$ cat config.mk
export PLATFORM = sky130hd
export DESIGN_NAME = dump_sm_flat
export DESIGN_NICKNAME = d
export VERILOG_FILES = /design/src/rtl/dump_sm_pkg.sv /design/src/rtl/dump_sm_if.sv /design/src/rtl/dump_sm_circ_addr_ctr.sv /design/src/rtl/dump_sm.sv /design/src/flat_wrapper.sv
export SDC_FILE = /design/constraint.sdc
export NUM_CORES = 1
export LEC_CHECK = 0
export BUFFER_PORTS_ARGS = -buffer_cell sky130_fd_sc_hd__buf_4
export CAP_MARGIN = 5
export CORE_UTILIZATION = 52
export DETAILED_ROUTE_END_ITERATION = 10
export GPL_TIMING_DRIVEN = 0
export PLACE_DENSITY = 0.78
export SLEW_MARGIN = 20
export SYNTH_ARGS = -nofsm -noshare
export SYNTH_HDL_FRONTEND = slang
export SYNTH_SLANG_ARGS = --single-unit
$ cat constraint.sdc
create_clock -name clk -period 2.7 [get_ports clk]
set_clock_uncertainty 0.2 [all_clocks]
set_input_delay 0.135 -clock clk [delete_from_list [all_inputs] [get_ports clk]]
set_output_delay 0.135 -clock clk [all_outputs]
set_load 0.01 [all_outputs]
$ cat src/rtl/dump_sm_pkg.sv
// dump_sm_pkg: shared state and channel codes for the capture RAM dump path
package dump_sm_pkg;
  typedef enum logic [1:0] {IDLE, READ, SEND, WAIT_TX} dump_state_t;
  localparam logic [1:0] CH_NONE = 2'b00;
  localparam logic [1:0] CH1 = 2'b01;
  localparam logic [1:0] CH2 = 2'b10;
  localparam logic [1:0] CH3 = 2'b11;
endpackage

$ cat src/rtl/dump_sm_if.sv
// dump_sm_if: request, RAM read and UART TX signals of the dump state machine
interface dump_sm_if #(parameter int AW = 9);
  logic dump_start;
  logic [1:0] dump_chan;
  logic [AW-1:0] trig_pos;
  logic [7:0] read_data;
  logic tx_done;
  logic dump_en;
  logic [1:0] ch_sel;
  logic [AW-1:0] addr;
  logic [7:0] tx_data;
  logic tx_start;
  logic dump_finished;
  modport master(
    input dump_start, dump_chan, trig_pos, read_data, tx_done,
    output dump_en, ch_sel, addr, tx_data, tx_start, dump_finished
  );
  modport slave(
    output dump_start, dump_chan, trig_pos, read_data, tx_done,
    input dump_en, ch_sel, addr, tx_data, tx_start, dump_finished
  );
endinterface

$ cat src/rtl/dump_sm_circ_addr_ctr.sv
// circ_addr_ctr: loadable wrapping address counter, tc flags val == tc_val
module circ_addr_ctr #(
  parameter int AW = 9
) (
  input  logic          clk,
  input  logic          rst_n,
  input  logic          load,
  input  logic          inc,
  input  logic [AW-1:0] load_val,
  input  logic [AW-1:0] tc_val,
  output logic [AW-1:0] val,
  output logic          tc
);
  always_ff @(posedge clk or negedge rst_n)
    if (!rst_n) val <= '0;
    else if (load) val <= load_val;
    else if (inc) val <= val + 1'b1;
  assign tc = val == tc_val;
endmodule

$ cat src/rtl/dump_sm.sv
// dump_sm: reads one channel's circular buffer oldest-first and streams it to the UART
module dump_sm
  import dump_sm_pkg::*;
#(
  parameter int DEPTH = 512,
  parameter int AW = $clog2(DEPTH),
  parameter int RD_LAT = 2
) (
  input logic clk,
  input logic rst_n,
  dump_sm_if.master bus
);
  localparam int RW = $clog2(RD_LAT + 1);
  dump_state_t state, next;
  logic [RW-1:0] rd_cnt;
  logic [AW-1:0] end_addr;
  logic go, rd_end, done, last;
  assign go = state == IDLE && bus.dump_start && bus.dump_chan != CH_NONE;
  assign rd_end = state == READ && rd_cnt == RW'(RD_LAT - 1);
  assign done = state == WAIT_TX && bus.tx_done;
  // The newest sample (trig_pos) is the last one sent, so it doubles as the byte count limit
  circ_addr_ctr #(.AW(AW)) u_addr (
    .clk(clk),
    .rst_n(rst_n),
    .load(go),
    .inc(done && !last),
    .load_val(bus.trig_pos + 1'b1),
    .tc_val(end_addr),
    .val(bus.addr),
    .tc(last)
  );
  always_comb begin
    next = go ? READ : rd_end ? SEND : state == SEND ? WAIT_TX : done ? (last ? IDLE : READ) : state;
  end
  always_ff @(posedge clk or negedge rst_n)
    if (!rst_n) state <= IDLE;
    else state <= next;
  always_ff @(posedge clk or negedge rst_n)
    if (!rst_n) begin
      rd_cnt <= '0;
      end_addr <= '0;
      bus.dump_en <= 1'b0;
      bus.ch_sel <= CH_NONE;
      bus.tx_data <= '0;
      bus.tx_start <= 1'b0;
      bus.dump_finished <= 1'b0;
    end else begin
      rd_cnt <= state == READ && !rd_end ? rd_cnt + 1'b1 : '0;
      end_addr <= go ? bus.trig_pos : end_addr;
      bus.dump_en <= next == READ;
      bus.ch_sel <= go ? bus.dump_chan : next == IDLE ? CH_NONE : bus.ch_sel;
      bus.tx_data <= rd_end ? bus.read_data : bus.tx_data;
      bus.tx_start <= next == SEND;
      bus.dump_finished <= done && last;
    end
endmodule
$ cat src/flat_wrapper.sv
// flat-port wrapper written by rule: the top's interface ports become plain ports
module dump_sm_flat import dump_sm_pkg::*;
#(
  parameter int DEPTH = 512,
  parameter int AW = $clog2(DEPTH),
  parameter int RD_LAT = 2
)
  (clk, rst_n, bus_dump_start, bus_dump_chan, bus_trig_pos, bus_read_data, bus_tx_done, bus_dump_en, bus_ch_sel, bus_addr, bus_tx_data, bus_tx_start, bus_dump_finished);
  dump_sm_if #(.AW(AW)) bus_i ();
  input logic clk;
  input logic rst_n;
  input wire logic [$bits(bus_i.dump_start)-1:0] bus_dump_start;
  input wire logic [$bits(bus_i.dump_chan)-1:0] bus_dump_chan;
  input wire logic [$bits(bus_i.trig_pos)-1:0] bus_trig_pos;
  input wire logic [$bits(bus_i.read_data)-1:0] bus_read_data;
  input wire logic [$bits(bus_i.tx_done)-1:0] bus_tx_done;
  output wire logic [$bits(bus_i.dump_en)-1:0] bus_dump_en;
  output wire logic [$bits(bus_i.ch_sel)-1:0] bus_ch_sel;
  output wire logic [$bits(bus_i.addr)-1:0] bus_addr;
  output wire logic [$bits(bus_i.tx_data)-1:0] bus_tx_data;
  output wire logic [$bits(bus_i.tx_start)-1:0] bus_tx_start;
  output wire logic [$bits(bus_i.dump_finished)-1:0] bus_dump_finished;
  assign bus_i.dump_start = bus_dump_start;
  assign bus_i.dump_chan = bus_dump_chan;
  assign bus_i.trig_pos = bus_trig_pos;
  assign bus_i.read_data = bus_read_data;
  assign bus_i.tx_done = bus_tx_done;
  assign bus_dump_en = bus_i.dump_en;
  assign bus_ch_sel = bus_i.ch_sel;
  assign bus_addr = bus_i.addr;
  assign bus_tx_data = bus_i.tx_data;
  assign bus_tx_start = bus_i.tx_start;
  assign bus_dump_finished = bus_i.dump_finished;
  dump_sm #(.DEPTH(DEPTH), .AW(AW), .RD_LAT(RD_LAT)) u_core (.clk(clk), .rst_n(rst_n), .bus(bus_i));
endmodule
==> reports/qor.csv, run 1 <==
stage,metric,value,unit
pwr,overall power,2.64,mW
clocking,CTS H-tree depth,2,
placement,placed cell areas,2150,um2
setup_path,Setup CP Type,reg2reg,
sta,Final Max Slew Viols,0,
cells_and_area,design area,2520,um2
cells_and_area,Layout area overhead,42.6,%
sta,final hold vios,0,
sta,Tmin final,2550,ps
routing,Wirelength per Cell,14.1,um
sta,fin crit share,94.6,%
clocking,Clock Tree Buf Depth,2,
yosys,Syn Inst Count,197,
global_route,GRT overflow,0,
clocking,clk slew on worst S/H paths,120,ps
setup_path,worst r2r dst,u_core.u_addr.val[4],
routing,Vias,1634,
setup_path,flop2flop setup slack,150,ps
global_route,GR peak layer,met2,
routing,initial detailed-routing violation count,65,
routing,via density per instance,5.12,
cells_and_area,number of diodes,0,
setup_path,Worst R2R Path Depth,10,
pwr,Leak,1.23,nW
cells_and_area,share of cells above drive strength 1,24.4,%
yosys,Synth area leader,dfrtp_1,
job,max_cap viols,0,
floorplanning,core region area,3130,um2
yosys,Ys Warns,0,
routing,First-pass DRT Iterations,4,
cells_and_area,Register Area,876,um2
global_route,largest net degree at the start of global routing,36,
yosys,synth unique cells,29,
sta,Fmax,392,MHz
setup_path,R2R Path Start,u_core.state[0],
sta,slew margin rel.,69.6,%
yosys,Synth area leaders,"dfrtp_1 50%, nand2_1 15%, xor2_1 8.9%",
yosys,share of the synthesized area in the top cell type,49.5,%
floorplanning,IO Count,45,
global_route,vias in the first global route,1564,
pwr,pwr/cell area,1050,nW/um2
clocking,TritonCTS clock tree,done,
placement,Port Buf Inserts,43,
floorplanning,Die X,60.3,um
sta,Worst Tran Pin Value,456,ps
cells_and_area,multi-input logic area,850,um2
global_route,first-pass GRT wire length,7020,um
global_route,M3 GR Usage,6.18,%
routing,"antenna viol nets, final",0,
global_route,GR Util met2,46.5,%
cells_and_area,Fillers,210,
yosys,Post-Syn Area,1770,um2
global_route,initial antenna violation count,0,
cells_and_area,Post-layout nets,299,
worst_hold_path,Hold/Removal Path Class,in2async,
pwr,Peak VDD IR,633,uV
clocking,CTS root buf,clkbuf_4,
global_route,grt met1 use,33.0,%
yosys,Post-Syn Nets,222,
setup_path,peak fanout along the critical path,10,
sta,Setup TNS Final,0,ps
floorplanning,Die H,60.3,um
setup_path,WP data arrival,2570,ps
yosys,register area share after synthesis,49.5,%
status,status,completed,
clocking,Clock Latency Late Sink,350,ps
setup_path,Critical Path RT,2720,ps
routing,Post-Route WL,4490,um
placement,GPL Wtd Cong,0.825,
floorplanning,Core Rows,20,
global_route,Global Route Usage Sum,27.0,%
floorplanning,initial core utilization,56.6,%
placement,hpwl dp,2660,um
clocking,total CTS buffers,5,
yosys,Seq cells post-synth,35,
setup_path,CP Launch Type,register,
routing,drt drc,0,
setup_path,CP endpoint kind,register,
floorplanning,Die ar.,3640,um2
yosys,Mean Syn Cell Area,8.98,um2
clocking,clock sinks,35,
sta,final number of setup-violating endpoints,0,
## registers in the layout, indices dropped and copies added, names as in the netlist
register                  cells
u_core.bus.dump_en            1
u_core.rd_cnt                 2
u_core.bus.tx_data            8
u_core.end_addr               9
u_core.bus.ch_sel             2
u_core.bus.dump_finished      1
u_core.bus.tx_start           1
u_core.u_addr.val             9
u_core.state                  2
## cell families (layout without fill, tap and decap cells)
group                    after synthesis  in the layout  synth area share (%)
flip-flops                            35             35                  49.5
adder cells (fa/ha/maj)                2              2                  1.41
XOR/XNOR                              22             22                  11.3
multiplexers                           1              1                 0.636
AND/OR/NAND/NOR                      105            105                  26.2
buffers and inverters                 12             90                  2.97
AO/OA/AOI/OAI                         20             20                  7.99
## per-stage QoR
stage          setup WS, ps  hold slack [ps]  cells  utilization (%)
6_report                146             62.4    319             80.6
5_1_grt               -2.75              104    319             80.6
2_1_floorplan           268             -361    197                -
3_5_place_dp           -228            -87.6    284             68.6
4_1_cts                10.2             68.6    315             79.5
3_3_place_gp           -202            -85.1    284             68.6
## synthesized netlist by cell type
library cell,count
nand2_1,69
dfrtp_1,35
xor2_1,18
nor2_1,13
nand3_1,10
o21ai_1,9
clkbuf_1,7
o21ai_0,4
inv_1,3
nand4_1,3
or3_1,3
xnor2_1,3
a21oi_1,2
ha_1,2
nor3_2,2
a221oi_1,1
a221oi_2,1
a311oi_2,1
a31oi_1,1
a31oi_4,1
and2_4,1
and3_1,1
buf_6,1
inv_2,1
mux2_1,1
nand2b_1,1
nor3_1,1
nor4_4,1
xor2_2,1
## per-layer routing
metal / routed length [um] / part of all wire (%)
met1: 1860 / 41
met2: 2350 / 52
met3: 188 / 4.2
met4: 89 / 2.0
met5: 0 / 0
## worst max-delay path, stage by stage, from the launching register on
cell and delay (ps):
dfrtp_1 390, buf_6 140, or3_1 360, clkbuf_1 170
clkbuf_2 240, nand2_1 110, nand2_1 60, ha_2 230
and2_4 170, a311oi_2 300, a221oi_2 50
## worst max path at each step
stage	slack [ps]	cells after the start	end	startpoint
2_1_floorplan	270	11	u_core.u_addr.val[8]	u_core.state[1]
3_3_place_gp	-200	11	u_core.u_addr.val[8]	u_core.state[1]
3_5_place_dp	-230	11	u_core.u_addr.val[8]	u_core.state[1]
4_1_cts	10	11	u_core.u_addr.val[8]	u_core.state[1]
5_1_grt	-3	11	u_core.u_addr.val[8]	u_core.state[1]
6_report	150	10	u_core.u_addr.val[4]	u_core.state[0]
## layout by cell type, fill, tap and decap left out
| cell type | n |
|---|---|
| nor2_1 | 13 |
| xnor2_1 | 3 |
| bufinv_16 | 2 |
| ha_2 | 1 |
| inv_2 | 1 |
| a31oi_1 | 1 |
| xor2_2 | 1 |
| nor3_1 | 1 |
| buf_4 | 47 |
| a311oi_2 | 1 |
| mux2_1 | 1 |
| clkbuf_1 | 6 |
| nor3_4 | 1 |
| or3_1 | 3 |
| and3_1 | 1 |
| a221oi_1 | 1 |
| inv_1 | 3 |
| xor2_1 | 18 |
| and2_4 | 1 |
| ha_1 | 1 |
| clkbuf_2 | 1 |
| nand2b_1 | 1 |
| a21oi_1 | 2 |
| clkbuf_4 | 6 |
| a31oi_4 | 1 |
| buf_6 | 1 |
| dlygate4sd3_1 | 23 |
| nand4_1 | 3 |
| nand3_1 | 10 |
| dfrtp_1 | 35 |
| nor4_4 | 1 |
| o21ai_0 | 4 |
| o21ai_1 | 9 |
| nand2_1 | 69 |
| nor3_2 | 1 |
| a221oi_2 | 1 |
## where the power goes
part	total (mW)	internal (mW)	switching [mW]	leakage [nW]
sequential	0.983	0.764	0.219	0.434
clock	0.470	0.289	0.182	0.0525
combinational	1.19	0.554	0.637	0.739
total	2.64	1.61	1.04	1.23
## layout make-up
type | count | share of cell area [%]
flip-flops and latches | 35 | 34.7
multi-input cells | 150 | 33.7
repair buffers | 70 | 23.1
clock inverters | 2 | 2.38
well taps | 44 | 2.18
plain buffers | 8 | 1.69
clock buffers | 6 | 1.64
inverters | 4 | 0.595
## timing repair
action / 4_1_cts / 5_1_grt
hold buffers: 23 / 0
buffers inserted: 0 / 4
pin swaps: 0 / 1
endpoints found under the setup margin: 4 / 4
hold endpoints to repair: 64 / 0
gates resized for setup: 2 / 5
Note: power is estimated with default switching activity, not from simulation.
==> inputs of run 2 (changes only) <==
--- a/config.mk
+++ b/config.mk
@@ -7,10 +7,11 @@
 export LEC_CHECK = 0
 export BUFFER_PORTS_ARGS = -buffer_cell sky130_fd_sc_hd__buf_4
 export CAP_MARGIN = 5
-export CORE_UTILIZATION = 52
+export CORE_UTILIZATION = 56
 export DETAILED_ROUTE_END_ITERATION = 10
 export GPL_TIMING_DRIVEN = 0
-export PLACE_DENSITY = 0.78
+export PLACE_DENSITY = 0.84
+export RECOVER_POWER = 100
 export SLEW_MARGIN = 20
 export SYNTH_ARGS = -nofsm -noshare
 export SYNTH_HDL_FRONTEND = slang
==> constraint.sdc (replaced) <==
create_clock -name clk -period 3.1 [get_ports clk]
set_clock_uncertainty 0.2 [all_clocks]
set_input_delay 0.155 -clock clk [delete_from_list [all_inputs] [get_ports clk]]
set_output_delay 0.155 -clock clk [all_outputs]
set_load 0.01 [all_outputs]
==> run 2 against run 1 <==
The run now ends with max-capacitance violations, max-slew violations left. Clock-buffer cell count is the same. Flip-flop and latch count is the same. Critical path depth grew 4. Non-clock buffer count shrank 4. Cell count shrank 1.3%. Critical endpoint is now u_core.u_addr.val[8]. Sequential power shrank 15%. Routed wire length shrank 8.3%. Global-route usage shrank 0.44 points. Largest power group unchanged. First-iteration DRC count shrank 25%. Via count shrank 1.7%.
==> reports/qor.csv, run 2 (same netlist as run 1, synthesis figures left out) <==
stage,metric,value,unit,change
status,status,"complete, but fails checks",,
status,failing checks,"max-capacitance violations, max-slew violations",,
sta,fin crit share,92.7,%,
routing,WL met3,180,um,-4.3%
pwr,Leak,1.09,nW,-11%
setup_path,Critical Path RT,3170,ps,+450 ps
routing,via density per instance,5.10,,-0.40%
cells_and_area,share of cells above drive strength 1,12.2,%,-12 points
floorplanning,Die H,58.2,um,-3.5%
routing,"antenna viol nets, final",0,,unchanged
sta,final number of setup-violating endpoints,0,,unchanged
pwr,pwr/cell area,834,nW/um2,-20%
pwr,Peak VDD IR,499,uV,-21%
cells_and_area,Top Registers,"u_core.end_addr: 9 flops, u_core.u_addr.val: 9 flops, u_core.bus.tx_data: 8 flops",,
global_route,vias in the first global route,1498,,-4.2%
routing,First-pass DRT Iterations,6,,+2
pwr,combinational share of power,43.7,%,-1.3 points
cells_and_area,post-route insts no fill,315,,-1.3%
clocking,CTS root buf,clkbuf_4,,
sta,slew margin rel.,-21.9,%,-91 points
clocking,clock sinks,35,,unchanged
routing,drt drc,0,,unchanged
setup_path,CP endpoint kind,register,,
sta,Setup TNS Final,0,ps,unchanged
sta,final hold vios,0,,unchanged
job,max_cap viols,1,,+1
clocking,total CTS buffers,5,,unchanged
clocking,TritonCTS clock tree,done,,
global_route,first-pass GRT wire length,6610,um,-5.9%
global_route,Global Route Usage Sum,26.5,%,-0.44 points
cells_and_area,"most common cell after layout, fill and taps aside",nand2_1,,
placement,GPL Wtd Cong,0.817,,-0.89%
clocking,Clock Tree Buf Depth,2,,unchanged
placement,Port Buf Inserts,43,,unchanged
cells_and_area,number of diodes,0,,unchanged
global_route,initial antenna violation count,0,,unchanged
global_route,GRT overflow,0,,unchanged
setup_path,WP data arrival,2940,ps,+370 ps
global_route,largest net degree at the start of global routing,36,,unchanged
floorplanning,Core Rows,20,,unchanged
pwr,Sequential Power Share,43.5,%,+6.3 points
cells_and_area,"commonest non-fill, non-tap cells in the layout","69 x nand2_1, 35 x dfrtp_1, 29 x clkbuf_1",,
routing,Post-Route WL,4120,um,-8.3%
worst_hold_path,Hold/Removal Path Class,reg2reg,,
sta,Tmin final,2870,ps,
setup_path,peak fanout along the critical path,10,,unchanged
routing,met2 WL,1970,um,-16%
routing,Wirelength per Cell,13.1,um,-7.1%
pwr,Clk network pwr share,12.8,%,-5.0 points
pwr,net switching power,0.831,mW,-20%
floorplanning,IO Count,45,,unchanged
clocking,clk slew on worst S/H paths,110,ps,about the same
placement,hpwl dp,2600,um,-2.3%
pwr,internal power,1.10,mW,-32%
clocking,Clock Latency Late Sink,350,ps,about the same
routing,initial detailed-routing violation count,49,,-25%
placement,Placed Cells,284,,unchanged
routing,WL met1,1830,um,-1.9%
sta,RSZ-0062 raised after global routing,no,,
floorplanning,core region area,3030,um2,-3.2%
pwr,Sw Share,43.1,%,+3.9 points
sta,Worst Tran Pin Value,1830,ps,+1370 ps
routing,DR top layer,met4,,
cells_and_area,Layout area overhead,30.6,%,
floorplanning,Die ar.,3390,um2,-6.9%
sta,Final Max Slew Viols,36,,+36
cells_and_area,Post-layout nets,295,,-1.3%
routing,Vias,1607,,-1.7%
floorplanning,initial core utilization,58.4,%,+1.9 points
floorplanning,Die X,58.2,um,-3.5%
setup_path,Setup CP Type,in2reg,,
setup_path,CP Launch Type,primary input,,
sta,Fmax,348,MHz,
clocking,CTS H-tree depth,2,,unchanged
-- run 2: changes by cell type in the layout (fill, tap and decap cells not counted), moves of 2 or more --
cell	previous run	this run
buf_4	47	19
clkbuf_1	6	29
o21ai_0	4	9
o21ai_1	9	4
bufinv_16	2	0
-- run 2: layout make-up --
type,instances,area (um2)
Buffer,8,40.0
Sequential cell,35,876
Clock inverter,2,12.5
Multi-Input combinational cell,150,803
Timing Repair Buffer,66,467
Inverter,4,15.0
Tap cell,44,55.1
Fill cell,235,718
Clock buffer,6,41.3
-- run 2: layer usage --
layer	global-route usage [%]	vias up
met5	0	-
met4	11.9	0
met3	7.59	18
met2	41.5	53
met1	34.4	750
li1	-	786
-- run 2: critical path, stage by stage --
cell	delay, ps
dlygate4sd3_1	530
clkbuf_4	140
o21ai_1	270
or3_1	150
clkbuf_1	230
clkbuf_2	290
nand2_1	80
nand2_1	70
ha_1	310
nand2_1	90
nor2_1	150
nand4_1	140
xor2_1	180
o21ai_0	140
-- run 2: repair_timing --
| item | 4_1_cts | 5_1_grt |
|---|---|---|
| endpoints found under the hold margin | 63 | 0 |
| setup endpoints to repair | 0 | 3 |
| buffers inserted | 0 | 0 |
| hold buffers | 23 | 0 |
| resized for setup | 0 | 5 |
-- run 2: per-stage QoR --
stage	instance area (um2)	setup WS, ps	total power, mW	util, %	hold WS (ps)
2_1_floorplan	1770	668	1.45	-	-341
6_report	2310	225	1.93	76.3	252
3_3_place_gp	2150	206	1.79	70.9	-66.2
3_5_place_dp	2150	134	1.82	70.9	-74.6
4_1_cts	2430	80.2	2.09	80.3	77.7
5_1_grt	2310	44.1	2.09	76.3	279
-- run 2: worst paths after layout --
check                                      start              endpoint  slack, ps  cells past startpoint
max in group asynchronous                  rst_n  u_core.u_addr.val[5]       1020                      2
worst min register to register  u_core.rd_cnt[0]      u_core.rd_cnt[0]        250                      1
worst max register to register   u_core.state[1]  u_core.u_addr.val[8]        320                     11
min in group asynchronous                  rst_n  u_core.bus.ch_sel[1]        620                      2
worst min-delay path            u_core.rd_cnt[0]      u_core.rd_cnt[0]        250                      1
worst max-delay path            bus_dump_chan[1]  u_core.u_addr.val[8]        230                     14
-- run 2: power groups by stage --
stage	clock network, mW	registers, mW	logic, mW
6_report	0.246	0.838	0.843
5_1_grt	0.268	0.867	0.954
4_1_cts	0.250	0.843	1.00
3_5_place_dp	0	0.854	0.970
3_3_place_gp	0	0.848	0.942
2_1_floorplan	0	0.891	0.560
==> inputs of run 3 (changes only) <==
--- a/config.mk
+++ b/config.mk
@@ -7,10 +7,11 @@
 export LEC_CHECK = 0
 export BUFFER_PORTS_ARGS = -buffer_cell sky130_fd_sc_hd__buf_4
 export CAP_MARGIN = 5
-export CORE_UTILIZATION = 56
+export CORE_UTILIZATION = 52
 export DETAILED_ROUTE_END_ITERATION = 10
 export GPL_TIMING_DRIVEN = 0
-export PLACE_DENSITY = 0.84
+export MAX_ROUTING_LAYER = met4
+export PLACE_DENSITY = 0.78
 export RECOVER_POWER = 100
 export SLEW_MARGIN = 20
 export SYNTH_ARGS = -nofsm -noshare
==> constraint.sdc (replaced) <==
create_clock -name clk -period 2.8 [get_ports clk]
set_clock_uncertainty 0.2 [all_clocks]
set_input_delay 0.14 -clock clk [delete_from_list [all_inputs] [get_ports clk]]
set_output_delay 0.14 -clock clk [all_outputs]
set_load 0.01 [all_outputs]
==> run 3 against run 2 <==
The flow still finishes with violations (max-capacitance violations, max-slew violations). Hold slack worse by 7.0 ps. Sequential power up 13%. Combinational power up 21%. Largest power group unchanged.
==> reports/qor.csv, run 3 (same netlist as run 1, synthesis figures left out) <==
stage,metric,value,unit,change
clocking,TritonCTS clock tree,done,,
sta,Fmax,381,MHz,
sta,fin crit share,93.7,%,
setup_path,peak fanout along the critical path,10,,unchanged
cells_and_area,Top Registers,"u_core.end_addr: 9 flops, u_core.u_addr.val: 9 flops, u_core.bus.tx_data: 8 flops",,
setup_path,flop2flop setup slack,180,ps,-140 ps
status,status,"complete, but fails checks",,
status,failing checks,"max-capacitance violations, max-slew violations",,
setup_path,CP endpoint kind,register,,
global_route,Global Route Usage Sum,27.9,%,+1.3 points
routing,drt drc,0,,unchanged
worst_hold_path,Hold/Removal Path Class,reg2reg,,
placement,Placed Cells,284,,unchanged
sta,final hold vios,0,,unchanged
floorplanning,Core Rows,20,,unchanged
clocking,Clock Latency Late Sink,360,ps,about the same
clocking,CTS root buf,clkbuf_4,,
sta,slew margin rel.,-21.7,%,+0.19 points
setup_path,Worst Path Buf+Inv,3,,-1
global_route,grt met1 use,33.0,%,-1.4 points
clocking,clk slew on worst S/H paths,110,ps,about the same
pwr,internal power,1.43,mW,+30%
setup_path,CP top delay family,simple AND/OR/NAND/NOR gates,,
floorplanning,core region area,3130,um2,+3.3%
pwr,Sequential Power Share,39.0,%,-4.5 points
routing,Vias,1631,,+1.5%
global_route,GR peak layer,met2,,
floorplanning,Die ar.,3640,um2,+7.4%
floorplanning,Die H,60.3,um,+3.7%
clocking,clock sinks,35,,unchanged
setup_path,Most Frequent Cell on Critical Path,nand2_1,,
setup_path,WP data arrival,2650,ps,-290 ps
cells_and_area,"Core Util, Final",77.6,%,+1.3 points
cells_and_area,post-route insts no fill,318,,+0.95%
cells_and_area,"most common cell after layout, fill and taps aside",nand2_1,,
global_route,initial antenna violation count,0,,unchanged
setup_path,CP Cell Sequence,buf_6 -> or3_1 -> clkbuf_1 -> clkbuf_2 -> nand2_1 -> nand2_1 -> ha_1 -> and2_4 -> a311oi_2 -> a221oi_2,,
sta,worst hold slack,245,ps,-7.03 ps
placement,hpwl dp,2660,um,+2.3%
pwr,net switching power,0.993,mW,+20%
cells_and_area,"commonest non-fill, non-tap cells in the layout","69 x nand2_1, 35 x dfrtp_1, 29 x clkbuf_1",,
sta,Tmin final,2620,ps,
routing,Wirelength per Cell,14.0,um,+6.7%
clocking,CTS H-tree depth,2,,unchanged
pwr,Clk network pwr share,18.8,%,+6.0 points
global_route,GRT overflow,0,,unchanged
pwr,Peak VDD IR,628,uV,+26%
cells_and_area,share of cells above drive strength 1,15.3,%,+3.2 points
setup_path,CP max stage cell,dfrtp_1,,
cells_and_area,design area,2430,um2,+5.0%
setup_path,Setup CP Type,reg2reg,,
pwr,combinational share of power,42.3,%,-1.4 points
job,max_cap viols,1,,unchanged
clocking,total CTS buffers,5,,unchanged
placement,placed cell areas,2150,um2,unchanged
placement,GPL Wtd Cong,0.837,,+2.4%
floorplanning,Die X,60.3,um,+3.7%
routing,initial detailed-routing violation count,61,,+24%
cells_and_area,Post-layout nets,298,,+1.0%
setup_path,CP Launch Type,register,,
sta,Worst Tran Pin Value,1830,ps,-2.81 ps
clocking,Clock Tree Buf Depth,2,,unchanged
global_route,first-pass GRT wire length,7010,um,+6.1%
sta,final number of setup-violating endpoints,0,,unchanged
global_route,largest net degree at the start of global routing,36,,unchanged
pwr,Leak,1.13,nW,+4.4%
global_route,GR Util met2,46.5,%,+4.9 points
setup_path,Crit path largest cell delay,390,ps,-140 ps
routing,First-pass DRT Iterations,4,,-2
cells_and_area,number of diodes,0,,unchanged
routing,via density per instance,5.13,,+0.54%
pwr,Sw Share,41.0,%,-2.1 points
global_route,vias in the first global route,1567,,+4.6%
floorplanning,IO Count,45,,unchanged
routing,Post-Route WL,4440,um,+7.7%
placement,Port Buf Inserts,43,,unchanged
sta,Final Max Slew Viols,36,,unchanged
cells_and_area,Layout area overhead,37.1,%,
pwr,overall power,2.42,mW,+26%
routing,"antenna viol nets, final",0,,unchanged
floorplanning,initial core utilization,56.6,%,-1.9 points
global_route,M3 GR Usage,6.18,%,-1.4 points
pwr,pwr/cell area,999,nW/um2,+20%
setup_path,Critical Path RT,2820,ps,-350 ps
[run 3: path summary, 6_finish.rpt]
kind,from,end,depth (start not counted)
worst max-delay path,u_core.state[0],u_core.u_addr.val[4],10
worst min-delay path,u_core.rd_cnt[0],u_core.rd_cnt[0],1
worst max register to register,u_core.state[0],u_core.u_addr.val[4],10
worst min register to register,u_core.rd_cnt[0],u_core.rd_cnt[0],1
max in group asynchronous,rst_n,u_core.end_addr[1],2
min in group asynchronous,rst_n,u_core.end_addr[2],2
[run 3: routing by layer]
| layer | wire length (um) | part of all wire [%] |
|---|---|---|
| met1 | 1840 | 41 |
| met2 | 2310 | 52 |
| met3 | 192 | 4.3 |
| met4 | 98 | 2.2 |
| met5 | 0 | 0 |
[run 3: through the flow]
| stage | setup TNS [ps] | setup WS (ps) |
|---|---|---|
| 4_1_cts | 0 | 110 |
| 6_report | 0 | 176 |
| 3_5_place_dp | -254 | -128 |
| 3_3_place_gp | -180 | -102 |
| 2_1_floorplan | 0 | 368 |
| 5_1_grt | -11.6 | -11.6 |
[run 3: timing repair]
item | 4_1_cts | 5_1_grt
hold endpoints to repair | 64 | 0
pin swaps | 0 | 1
hold buffers | 23 | 0
buffers inserted | 0 | 3
endpoints found under the setup margin | 4 | 4
gates resized for setup | 2 | 4
[run 3: final cells by class]
cell class / instances / area (um2)
timing repair buffer: 69 / 489
clock inverter: 2 / 60.1
multi-input combinational: 150 / 847
fill: 233 / 702
sequential: 35 / 876
inverter: 4 / 15.0
clock buffer: 6 / 41.3
buffer: 8 / 42.5
tap: 44 / 55.1
[run 3: power groups by stage]
stage               clock network (mW)  logic [mW]  registers (mW)
finish                           0.455        1.02           0.944
global route                     0.475        1.15           0.965
CTS                              0.459        1.11           0.942
detailed placement                   0        1.07           0.950
global placement                     0        1.04           0.947
floorplan                            0       0.620           0.986
